File: src/rtl/rs_flag_pkg.sv
// Shared types and constants for the rs_flag_driver slice.
package rs_flag_pkg;

    typedef enum logic [2:0] {
        IDLE     = 3'd0,
        SET      = 3'd1,
        WAIT_SET = 3'd2,
        FULL     = 3'd3,
        CLR      = 3'd4,
        WAIT_CLR = 3'd5
    } rs_state_t;

    // Width of the FULL dwell timer used by the optional forced clear.
    localparam int TIMEOUT_W = 16;

    // Largest value a w-bit pending counter can hold.
    function automatic int cnt_max(input int w);
        return (1 << w) - 1;
    endfunction

endpackage

File: src/rtl/rs_flag_event_cnt.sv
// Saturating up/down counter of queued events. inc and dec in the same
// cycle cancel. An inc at full scale is dropped and latches ovf_sticky
// until reset; the count never wraps.
module rs_flag_event_cnt
    import rs_flag_pkg::*;
#(
    parameter int CNT_W = 4
) (
    input  logic             clk,
    input  logic             reset,
    input  logic             inc,
    input  logic             dec,
    output logic [CNT_W-1:0] count,
    output logic             ovf_sticky
);

    localparam logic [CNT_W-1:0] CNT_MAX = CNT_W'(cnt_max(CNT_W));

    logic [CNT_W-1:0] count_reg;
    logic [CNT_W-1:0] count_next;
    logic             ovf_reg;
    logic             ovf_next;
    logic             full;

    assign full = (count_reg == CNT_MAX);

    // Next count: cancel simultaneous inc/dec, saturate at both ends.
    always_comb begin
        count_next = count_reg;
        ovf_next   = ovf_reg;
        if (inc && !dec) begin
            if (full) begin
                ovf_next = 1'b1;
            end else begin
                count_next = count_reg + 1'b1;
            end
        end else if (dec && !inc && (count_reg != '0)) begin
            count_next = count_reg - 1'b1;
        end
    end

    // Count and sticky overflow registers.
    always_ff @(posedge clk or negedge reset) begin
        if (!reset) begin
            count_reg <= '0;
            ovf_reg   <= 1'b0;
        end else begin
            count_reg <= count_next;
            ovf_reg   <= ovf_next;
        end
    end

    assign count      = count_reg;
    assign ovf_sticky = ovf_reg;

endmodule

File: src/rtl/rs_flag_driver.sv
// Driver for a set/reset status flag flop. Turns producer event pulses and
// consumer take pulses into single-cycle, mutually exclusive s/r pulses,
// queuing events that arrive while the flag is busy.
// Optional feature: define RS_FLAG_DRIVER_TIMEOUT_EN to force a clear (and
// a timeout pulse) when the flag has sat in FULL for TIMEOUT cycles.
module rs_flag_driver
    import rs_flag_pkg::*;
#(
    parameter int CNT_W   = 4,
    parameter int TIMEOUT = 1024
) (
    input  logic             clk,
    input  logic             reset,
    input  logic             evt,
    input  logic             take,
    input  logic             flag_q,
    output logic             s,
    output logic             r,
    output logic [CNT_W-1:0] pending,
    output logic             busy,
    output logic             ovf,
    output logic             timeout
);

    rs_state_t        state_reg;
    rs_state_t        state_next;
    logic             s_reg;
    logic             r_reg;
    logic             timeout_reg;
    logic             timeout_fire;
    logic             to_hit;
    logic             leave_idle;
    logic             cnt_inc;
    logic             cnt_dec;
    logic [CNT_W-1:0] cnt_count;
    logic             cnt_ovf;

`ifdef RS_FLAG_DRIVER_TIMEOUT_EN
    logic [TIMEOUT_W-1:0] to_cnt_reg;

    // Dwell timer: counts cycles spent in FULL, restarts on each FULL entry.
    always_ff @(posedge clk or negedge reset) begin
        if (!reset) begin
            to_cnt_reg <= '0;
        end else if ((state_reg == FULL) && (state_next == FULL)) begin
            to_cnt_reg <= to_cnt_reg + 1'b1;
        end else begin
            to_cnt_reg <= '0;
        end
    end

    assign to_hit = (state_reg == FULL) && (to_cnt_reg == TIMEOUT_W'(TIMEOUT - 1));
`else
    // No dwell timer: only an illegal TIMEOUT of 0 could make this true,
    // so FULL waits for take (or an external clear) indefinitely.
    assign to_hit = (TIMEOUT == 0);
`endif

    // Next-state logic; external clear in FULL beats take, take beats timeout.
    always_comb begin
        state_next   = state_reg;
        timeout_fire = 1'b0;
        case (state_reg)
            IDLE: begin
                if ((cnt_count != '0) || evt) begin
                    state_next = SET;
                end
            end
            SET: begin
                state_next = WAIT_SET;
            end
            WAIT_SET: begin
                // A take landing on the cycle the flag is seen high is honoured.
                if (flag_q) begin
                    state_next = take ? CLR : FULL;
                end
            end
            FULL: begin
                if (!flag_q) begin
                    state_next = IDLE;
                end else if (take) begin
                    state_next = CLR;
                end else if (to_hit) begin
                    state_next   = CLR;
                    timeout_fire = 1'b1;
                end
            end
            CLR: begin
                state_next = WAIT_CLR;
            end
            WAIT_CLR: begin
                if (!flag_q) begin
                    state_next = IDLE;
                end
            end
            default: begin
                state_next = IDLE;
            end
        endcase
    end

    // An evt arriving in IDLE with nothing queued is delivered directly.
    assign leave_idle = (state_reg == IDLE) && (state_next == SET);
    assign cnt_dec    = leave_idle && (cnt_count != '0);
    assign cnt_inc    = evt && !(leave_idle && (cnt_count == '0));

    rs_flag_event_cnt #(
        .CNT_W (CNT_W)
    ) u_event_cnt (
        .clk        (clk),
        .reset      (reset),
        .inc        (cnt_inc),
        .dec        (cnt_dec),
        .count      (cnt_count),
        .ovf_sticky (cnt_ovf)
    );

    // State and registered pulse outputs; s/r decode from disjoint states.
    always_ff @(posedge clk or negedge reset) begin
        if (!reset) begin
            state_reg   <= IDLE;
            s_reg       <= 1'b0;
            r_reg       <= 1'b0;
            timeout_reg <= 1'b0;
        end else begin
            state_reg   <= state_next;
            s_reg       <= (state_next == SET);
            r_reg       <= (state_next == CLR);
            timeout_reg <= timeout_fire;
        end
    end

    assign s       = s_reg;
    assign r       = r_reg;
    assign timeout = timeout_reg;
    assign pending = cnt_count;
    assign ovf     = cnt_ovf;
    assign busy    = (state_reg != IDLE) || (cnt_count != '0);

endmodule

File: config.mk
export PLATFORM = sky130hd
export DESIGN_NAME = rs_flag_driver
export DESIGN_NICKNAME = d
export VERILOG_FILES = /design/src/rtl/rs_flag_pkg.sv /design/src/rtl/rs_flag_event_cnt.sv /design/src/rtl/rs_flag_driver.sv
export SDC_FILE = /design/constraint.sdc
export NUM_CORES = 1
export LEC_CHECK = 0
export BUFFER_PORTS_ARGS = -buffer_cell sky130_fd_sc_hd__buf_4
export CAP_MARGIN = 40
export CORE_AREA = 8 8 45 47
export DETAILED_ROUTE_END_ITERATION = 16
export DIE_AREA = 0 0 53 55
export PLACE_DENSITY = 0.65
export SYNTH_ARGS = -nofsm -noshare
export SYNTH_HDL_FRONTEND = slang
export SYNTH_SLANG_ARGS = --single-unit
File: constraint.sdc
create_clock -name clk -period 2.2 [get_ports clk]
set_input_delay 0 -clock clk [delete_from_list [all_inputs] [get_ports clk]]
set_output_delay 0 -clock clk [all_outputs]
set_load 0.05 [all_outputs]
== Word-level counts from Yosys, hierarchy flattened ==
Index checks and enable logic that the tools add are counted.
Storage, ports and cells
  register bits: 10
  output and inout bits: 9
  logic and storage cells: 45
Operators by class
  add/subtract/negate cells: 2
  equality and inequality tests: 9
  muxes and demuxes: 10
  reductions and logical operators: 19
Operator list (number)
  two-way mux 3 bit: 6
  one-hot mux 3 bit (6 select lines): 1
  two-way mux 4 bit: 3
  equality test 3 bit (second input constant): 3
  logical AND 1 bit: 7
  equality test 3 x 1 -> 1 bit (second input constant): 2
  equality test 3 x 2 -> 1 bit (second input constant): 2
  adder 4 x 1 -> 4 bit (second input constant): 1
  equality test 4 bit (second input constant): 1
  zero test 4 bit: 1
  AND reduction 2 bit: 2
  nonzero test 4 bit: 1
  subtractor 4 x 1 -> 4 bit (second input constant): 1
  zero test 1 bit: 3
  zero test 3 bit: 1
  nonzero test 3 bit: 1
  logical OR 1 bit: 2
  != test 2 bit (second input constant): 1
  nonzero test 2 bit: 1

== Logic depth before layout (Yosys ltp) ==
Gate-level depths: netlist of run 1.
  depth in word-level cells: 14
  mapped depth: 8
  gate-level depth less buffers: 7

== Cells and area by module ==
From an unflattened synthesis of run 1, not the netlist that was laid out.
Unflattened totals
  cell total of the unflattened synthesis: 48
  area, all modules: 564.3 um^2
By module, submodules not included
  rs_flag_event_cnt: instances 1, cells each 23, area each 306.5 um^2, seq. area each 125.1 um^2
  rs_flag_driver: instances 1, cells each 25, area each 257.7 um^2, seq. area each 125.1 um^2

== Least setup slack after synthesis of run 1 ==
Ideal clock, no wire load.
  path kind: register to register
  start: register state_reg[2]
  end: register u_event_cnt.count_reg[3] (netlist: u_event_cnt.count[3])
  setup time: 0.142 ns
  data arrival time: 1.863 ns
  data required time: 2.058 ns
  setup slack: 0.195 ns
  stages on the path, launching flop included: 9
  clock period less this slack: 2.005 ns
  path through: dfrtp_1 > or3_1 > buf_6 > nand2_1 > ha_1 > a21o_1 > a21oi_1 > mux2i_1 > xnor2_1
On the way
  cells in the longest elaborated chain, start to end: 13
  elaborated cells on any way between the ends: 27
  classes of those cells: 7 x eq/ne; 7 x mux; 13 x reduce/logical
Ends and longest elaborated chain
  from (decl): line rs_flag_driver.sv:25  | rs_state_t state_reg;
  from (signal assigned): line rs_flag_driver.sv:126  | state_reg <= state_next;
  two-way mux 3 bit: line rs_flag_driver.sv:81  | end else if (take) begin
  two-way mux 3 bit: line rs_flag_driver.sv:79  | if (!flag_q) begin
  one-hot mux 3 bit (6 select lines): line rs_flag_driver.sv:63  | case (state_reg)
  equality test 3 x 1 -> 1 bit: line rs_flag_driver.sv:103  | assign leave_idle = (state_reg == IDLE) && (state_next == SET);
  logical AND 1 bit (*): line rs_flag_driver.sv:103
  logical AND 1 bit: line rs_flag_driver.sv:105  | assign cnt_inc = evt && !(leave_idle && (cnt_count == '0));
  zero test 1 bit: line rs_flag_driver.sv:105
  logical AND 1 bit: line rs_flag_driver.sv:105
  zero test 1 bit: line rs_flag_event_cnt.sv:37  | end else if (dec && !inc && (count_reg != '0)) begin
  logical AND 1 bit (2 in series): line rs_flag_event_cnt.sv:37
  nonzero test 2 bit (no line)
  AND reduction 2 bit (no line)
  to (signal assigned): line rs_flag_event_cnt.sv:48  | count_reg <= count_next;
  to (decl): line rs_flag_event_cnt.sv:19  | logic [CNT_W-1:0] count_reg;
Every way passes the cells marked *; elsewhere a longest branch is shown, timed or not.
A chain may end at the register's enable or synchronous reset.

== Worst setup path in the final report of run 1 ==
Same ends and word-level chain as after synthesis.

==> metrics, run 1 <==
Mapped Area=556.8 µm²; DR vias/cell=between 5 and 6; crit path cell chain=or3_1 > nand2_1 > ha_1 > a21o_1 > a21oi_1 > mux2i_1 > xnor2_1; hold_sp=flag_q; grt total ovfl=0; final setup TNS=0 ns; initial core utilization=40.24%; period utilization=91.39%; Max Clk Rate=497.4 MHz; final hold slack=0.05507 ns; Fin. Hold Viols=0; area leader, netlist=dfrtp_1; Root Buffer=clkbuf_4; Clock Pin Slew Worst Setup and Hold Paths=0.07 ns; post-route met1 wirelength=419 µm; Cells on Worst Hold Path=3; routed via count=between 400 and 500; Finish-stage setup viols=0; post-synth cell types=30; status=complete, no violations; layout cells sized above 1=32.86%; most common cell after layout, fill and taps aside=buf_4; Top Metal Used=met4; Worst Setup Path Type=register to register; CTS Buffer Depth=2; DR WL/cell=approximately 12 µm; # Post-CTS Setup Buffers=0; Worst-Skew Late Latency=0.27 ns; Nets=slightly below 80; number of buffers and inverters on the critical path=0; class of the worst hold path=primary input to register; initial antenna violation count=0; vias in the first global route=450; Yosys warnings=0; WL final=1.065 mm; Register Area=250.2 µm²; I/O Buffers=12; share of the synthesized area in the top cell type=44.94%; hpwl dp=around 860 µm; post-CTS resize count=0; max incr delay on CP=about 0.42 ns; Seq cells post-synth=10; Ports=14; r2r startpoint=state_reg[2]; num rows=14; CP arrival=2.21 ns; Core Region=0.001384 mm²; Area Overhead vs Synth=31.01%; routability congestion estimate=0.7211; fillers=124; Syn Inst Count=about 50; worst r2r dst=u_event_cnt.count[3]; area of the multi-input gates=276.5 µm²; WP data required=roughly 2.4 ns; RSZ-0062 raised after global routing=no; die area=0.002915 mm²; Mapped Nets=59; total track usage=8.806%; worst clock skew=0.005233 ns; CTS Sinks=10; Setup crit end kind=register; largest net degree at the start of global routing=11; Inst Count DP=79; die height=55 µm; Max Cap Violations=0; minimum clock period=2.011 ns; Antenna Nets Post-Route=0; CP top delay family=simple AND/OR/NAND/NOR gates; fin. max-slew vios=0; hold buffers post-CTS=3; DRT Pass-1 Iters=4; syn_area_per_cell=10.92 µm²; TritonCTS buffer count=3; Die Wd=53 µm; hold endpoint=r; H-tree depth=1; first-pass GRT wire length=1.876 mm; crit path max-delay cell type=dfrtp_1; # diodes=0; worst r2r path cells=7; sequential area share after synthesis=44.94%; Initial DRC Count=11; Largest register FFs=4; largest cells by area after synthesis=dfrtp_1 (45%), ha_1 (4.5%), fa_1 (3.6%); routed wl met3=about 110 µm; most frequent cells in the layout=buf_4 (14), dfrtp_1 (10), nand2_1 (4); routed wire length on met2=524 µm; Critical Path Start Type=register; DRC Markers=0; CP max FO=5; reg2reg setup slack=approximately 0.19 ns; CTS tree=done; Non-Filler Instances=86
==> layer usage <==
layer	global-route usage, %	vias to the layer above
li1	-	218
met1	9.147	203
met2	14.06	13
met3	5.615	3
met4	3.448	0
met5	0	-
==> Yosys cell counts, drive strengths merged <==
| master | count |
|---|---|
| and3 | 1 |
| nor4 | 1 |
| xor2 | 2 |
| conb | 1 |
| ha | 2 |
| nor2 | 2 |
| a21oi | 2 |
| o32ai | 1 |
| o21bai | 2 |
| o221ai | 1 |
| dfrtp | 10 |
| mux2 | 1 |
| mux2i | 1 |
| nor2b | 1 |
| nand3 | 1 |
| nand2 | 4 |
| o221a | 1 |
| or3 | 1 |
| nor3 | 1 |
| nand4 | 1 |
| buf | 2 |
| a21o | 1 |
| o21a | 1 |
| nor3b | 2 |
| fa | 1 |
| xnor2 | 1 |
| o21ai | 2 |
| or2 | 1 |
| inv | 3 |
==> per-stage QoR <==
stage                     setup WS [ns]  cell area [µm²]  util, %
final                            0.1895            729.5    52.71
after CTS                        0.1686            729.5    52.71
after floorplan                  0.1948            556.8        -
after global placement           0.2237            663.1    47.92
after global routing            0.03571            729.5    52.71
after detailed placement         0.1933            663.1    47.92
==> worst max path at each step <==
| stage | start | to | slack, ns | cells after the start |
|---|---|---|---|---|
| after global routing | state_reg[2] | u_event_cnt.count[2] | 0.04 | 7 |
| after detailed placement | state_reg[2] | u_event_cnt.count[3] | 0.19 | 7 |
| final | state_reg[2] | u_event_cnt.count[3] | 0.19 | 7 |
| after floorplan | state_reg[2] | u_event_cnt.count[3] | 0.19 | 8 |
| after global placement | state_reg[2] | u_event_cnt.count[3] | 0.22 | 7 |
| after CTS | state_reg[2] | u_event_cnt.count[3] | 0.17 | 7 |
==> area by class of cell <==
class                      instances  share of cell area [%]
multi-input combinational         36                   37.91
clock buffer                       4                   4.974
sequential                        10                   34.31
inverter                           3                   1.544
tap                               16                   2.744
timing repair buffer              17                   18.52
==> tightest hold or removal path: stages <==
cell and delay, ns:
buf_4 0.12, nand2_1 0.09, nor3b_1 0.07
==> logic make-up after synthesis <==
family	share of synthesized area, %
and+or+nand+nor	17.53
AOI/OAI and AO/OA	14.16
DFF	44.94
buffers and inverters	5.393
adders and majority gates	8.089
xor gates and xnor gates	4.720
muxes	4.494
other	0.6735
Power of run 1 is not shown: default switching activity piles up to over one toggle a cycle in this logic, so the estimate is an artifact.
==> run 2: changes to the inputs <==
--- a/config.mk
+++ b/config.mk
@@ -7,10 +7,11 @@
 export LEC_CHECK = 0
 export BUFFER_PORTS_ARGS = -buffer_cell sky130_fd_sc_hd__buf_4
 export CAP_MARGIN = 40
-export CORE_AREA = 8 8 45 47
+export CORE_MARGIN = 8
+export CORE_UTILIZATION = 40
 export DETAILED_ROUTE_END_ITERATION = 16
-export DIE_AREA = 0 0 53 55
-export PLACE_DENSITY = 0.65
+export HOLD_SLACK_MARGIN = 0.12
+export PLACE_DENSITY = 0.63
 export SYNTH_ARGS = -nofsm -noshare
 export SYNTH_HDL_FRONTEND = slang
 export SYNTH_SLANG_ARGS = --single-unit
==> metrics, run 2 (synthesis gave the netlist of run 1 again) <==
WL final=1.124 mm (+5.5%); peak supply drop=a little over 0.7 mV; Clock Pin Slew Worst Setup and Hold Paths=0.06 ns (about the same); Setup crit end kind=register; Core Util, Final=57.21% (+4.5 points); Antenna Nets Post-Route=0 (unchanged); Critical Path Start Type=register; post-CTS resize count=0 (unchanged); num rows=13 (-1); DR vias/cell=5.172 (+1.8%); WP data required=2.38 ns (-0.02 ns); Root Buffer=clkbuf_4; initial antenna violation count=0 (unchanged); Non-Filler Instances=87 (+1.2%); Inst Count DP=78 (-1.3%); CTS tree=done; logic gate share of total power=62.2%; most frequent cells in the layout=buf_4 (14), dfrtp_1 (10), dlygate4sd3_1 (6); fin. max-slew vios=0 (unchanged); Die Wd=53.31 µm (+0.58%); Core Region=0.001301 mm² (-6.0%); class of the worst hold path=register to register; Worst-Skew Late Latency=0.26 ns (about the same); DRT Pass-1 Iters=4 (unchanged); Largest register FFs=4 (unchanged); CTS Buffer Depth=2 (unchanged); minimum clock period=2.022 ns (+0.01135 ns); Area Overhead vs Synth=33.71%; initial core utilization=42.79% (+2.6 points); switching share of power=around 47%; die area=0.002842 mm² (-2.5%); CTS Sinks=10 (unchanged); final setup TNS=0 ns (unchanged); Max Clk Rate=494.6 MHz (-0.56%); final instance area=744.5 µm² (+2.1%); first-pass GRT wire length=1.876 mm (unchanged); grt total ovfl=0 (unchanged); DR WL/cell=12.92 µm (+4.3%); Cell Int Power=0.6938 mW; Leakage=0.3567 nW; period utilization=91.90% (+0.52 points); I/O Buffers=12 (unchanged); status=complete, no violations; vias in the first global route=434 (-3.6%); most common cell after layout, fill and taps aside=buf_4; total track usage=8.994% (+0.19 points); power per cell area=1759 mW/mm²; layout cells sized above 1=30.56% (-2.3 points); # diodes=0 (unchanged); Psw=around 0.62 mW; Fin. Hold Viols=0 (unchanged); final hold slack=0.5017 ns (+0.4467 ns); Nets=82 (+3.8%); Clk pwr share=9.3%; Sequential Power Share=28.5%; H-tree depth=1 (unchanged); Worst Setup Path Type=register to register; worst clock skew=0.001123 ns (-0.004110 ns); routed via count=450 (+3.0%); routability congestion estimate=0.7539 (+4.5%); Placed Area=661.9 µm² (-0.19%); DRC Markers=0 (unchanged); Ports=14 (unchanged); Max Cap Violations=0 (unchanged); die height=53.31 µm (-3.1%); CP max FO=5 (unchanged); RSZ-0062 raised after global routing=no; TritonCTS buffer count=3 (unchanged); CP arrival=2.21 ns (about the same); largest net degree at the start of global routing=11 (unchanged); Finish-stage setup viols=0 (unchanged); Initial DRC Count=10 (-1)
## run 2: cell count changes in the layout (fill, tap and decap cells not counted), sizes merged
cell / previous run / this run
dlygate4sd3: 3 / 6
clkbuf: 4 / 3
## run 2: layer usage
metal	part of all wire (%)	vias up	track usage (%)	wire, µm
li1	-	223	-	-
met1	41	207	10.10	464
met2	48	16	14.06	542
met3	8.2	4	2.801	92
met4	2.2	0	6.303	25
met5	0	-	0	0
## run 2: critical path: stages (launching register included)
cell and delay [ns]:
dfrtp_1 0.41, or3_1 0.40, nand2_1 0.16, ha_1 0.26, a21o_1 0.15, a21oi_1 0.18, mux2i_1 0.24, xnor2_1 0.13
## run 2: final timing paths
kind                               from              endpoint  slack [ns]  depth (start not counted)
max                        state_reg[2]  u_event_cnt.count[3]        0.18                          7
min                        state_reg[2]          state_reg[1]        0.50                          1
max reg2reg                state_reg[2]  u_event_cnt.count[3]        0.18                          7
min reg2reg                state_reg[2]          state_reg[1]        0.50                          1
max in group asynchronous         reset          state_reg[2]        1.14                          3
min in group asynchronous         reset  u_event_cnt.count[1]        0.75                          3
## run 2: power groups by stage
stage	clock [mW]	combinational, mW	sequential, mW
2_1_floorplan	0	0.421	0.561
3_3_place_gp	0	0.786	0.374
3_5_place_dp	0	0.794	0.378
4_1_cts	0.126	0.824	0.375
5_1_grt	0.137	0.887	0.396
6_report	0.121	0.814	0.374
## run 2: through the flow
step                      setup WS (ns)  power, mW
after floorplan                  0.1948     0.9816
after global placement           0.1959      1.160
after detailed placement         0.1925      1.172
after CTS                        0.1602      1.325
after global routing            0.02977      1.420
final                            0.1781      1.309
## run 2: cell type report
class | instances | area (µm²)
well taps | 15 | 18.77
inverters | 3 | 11.26
multi-input cells | 36 | 276.5
flip-flops and latches | 10 | 250.2
fillers | 115 | 556.8
clock buffers | 3 | 22.52
repair buffers | 20 | 165.2
## run 2: what timing repair did
action | 4_1_cts | 5_1_grt
buffers inserted | 0 | 0
endpoints found under the hold margin | 16 | 0
hold buffers | 6 | 0
No activity file was read; power rests on OpenSTA's default activity.
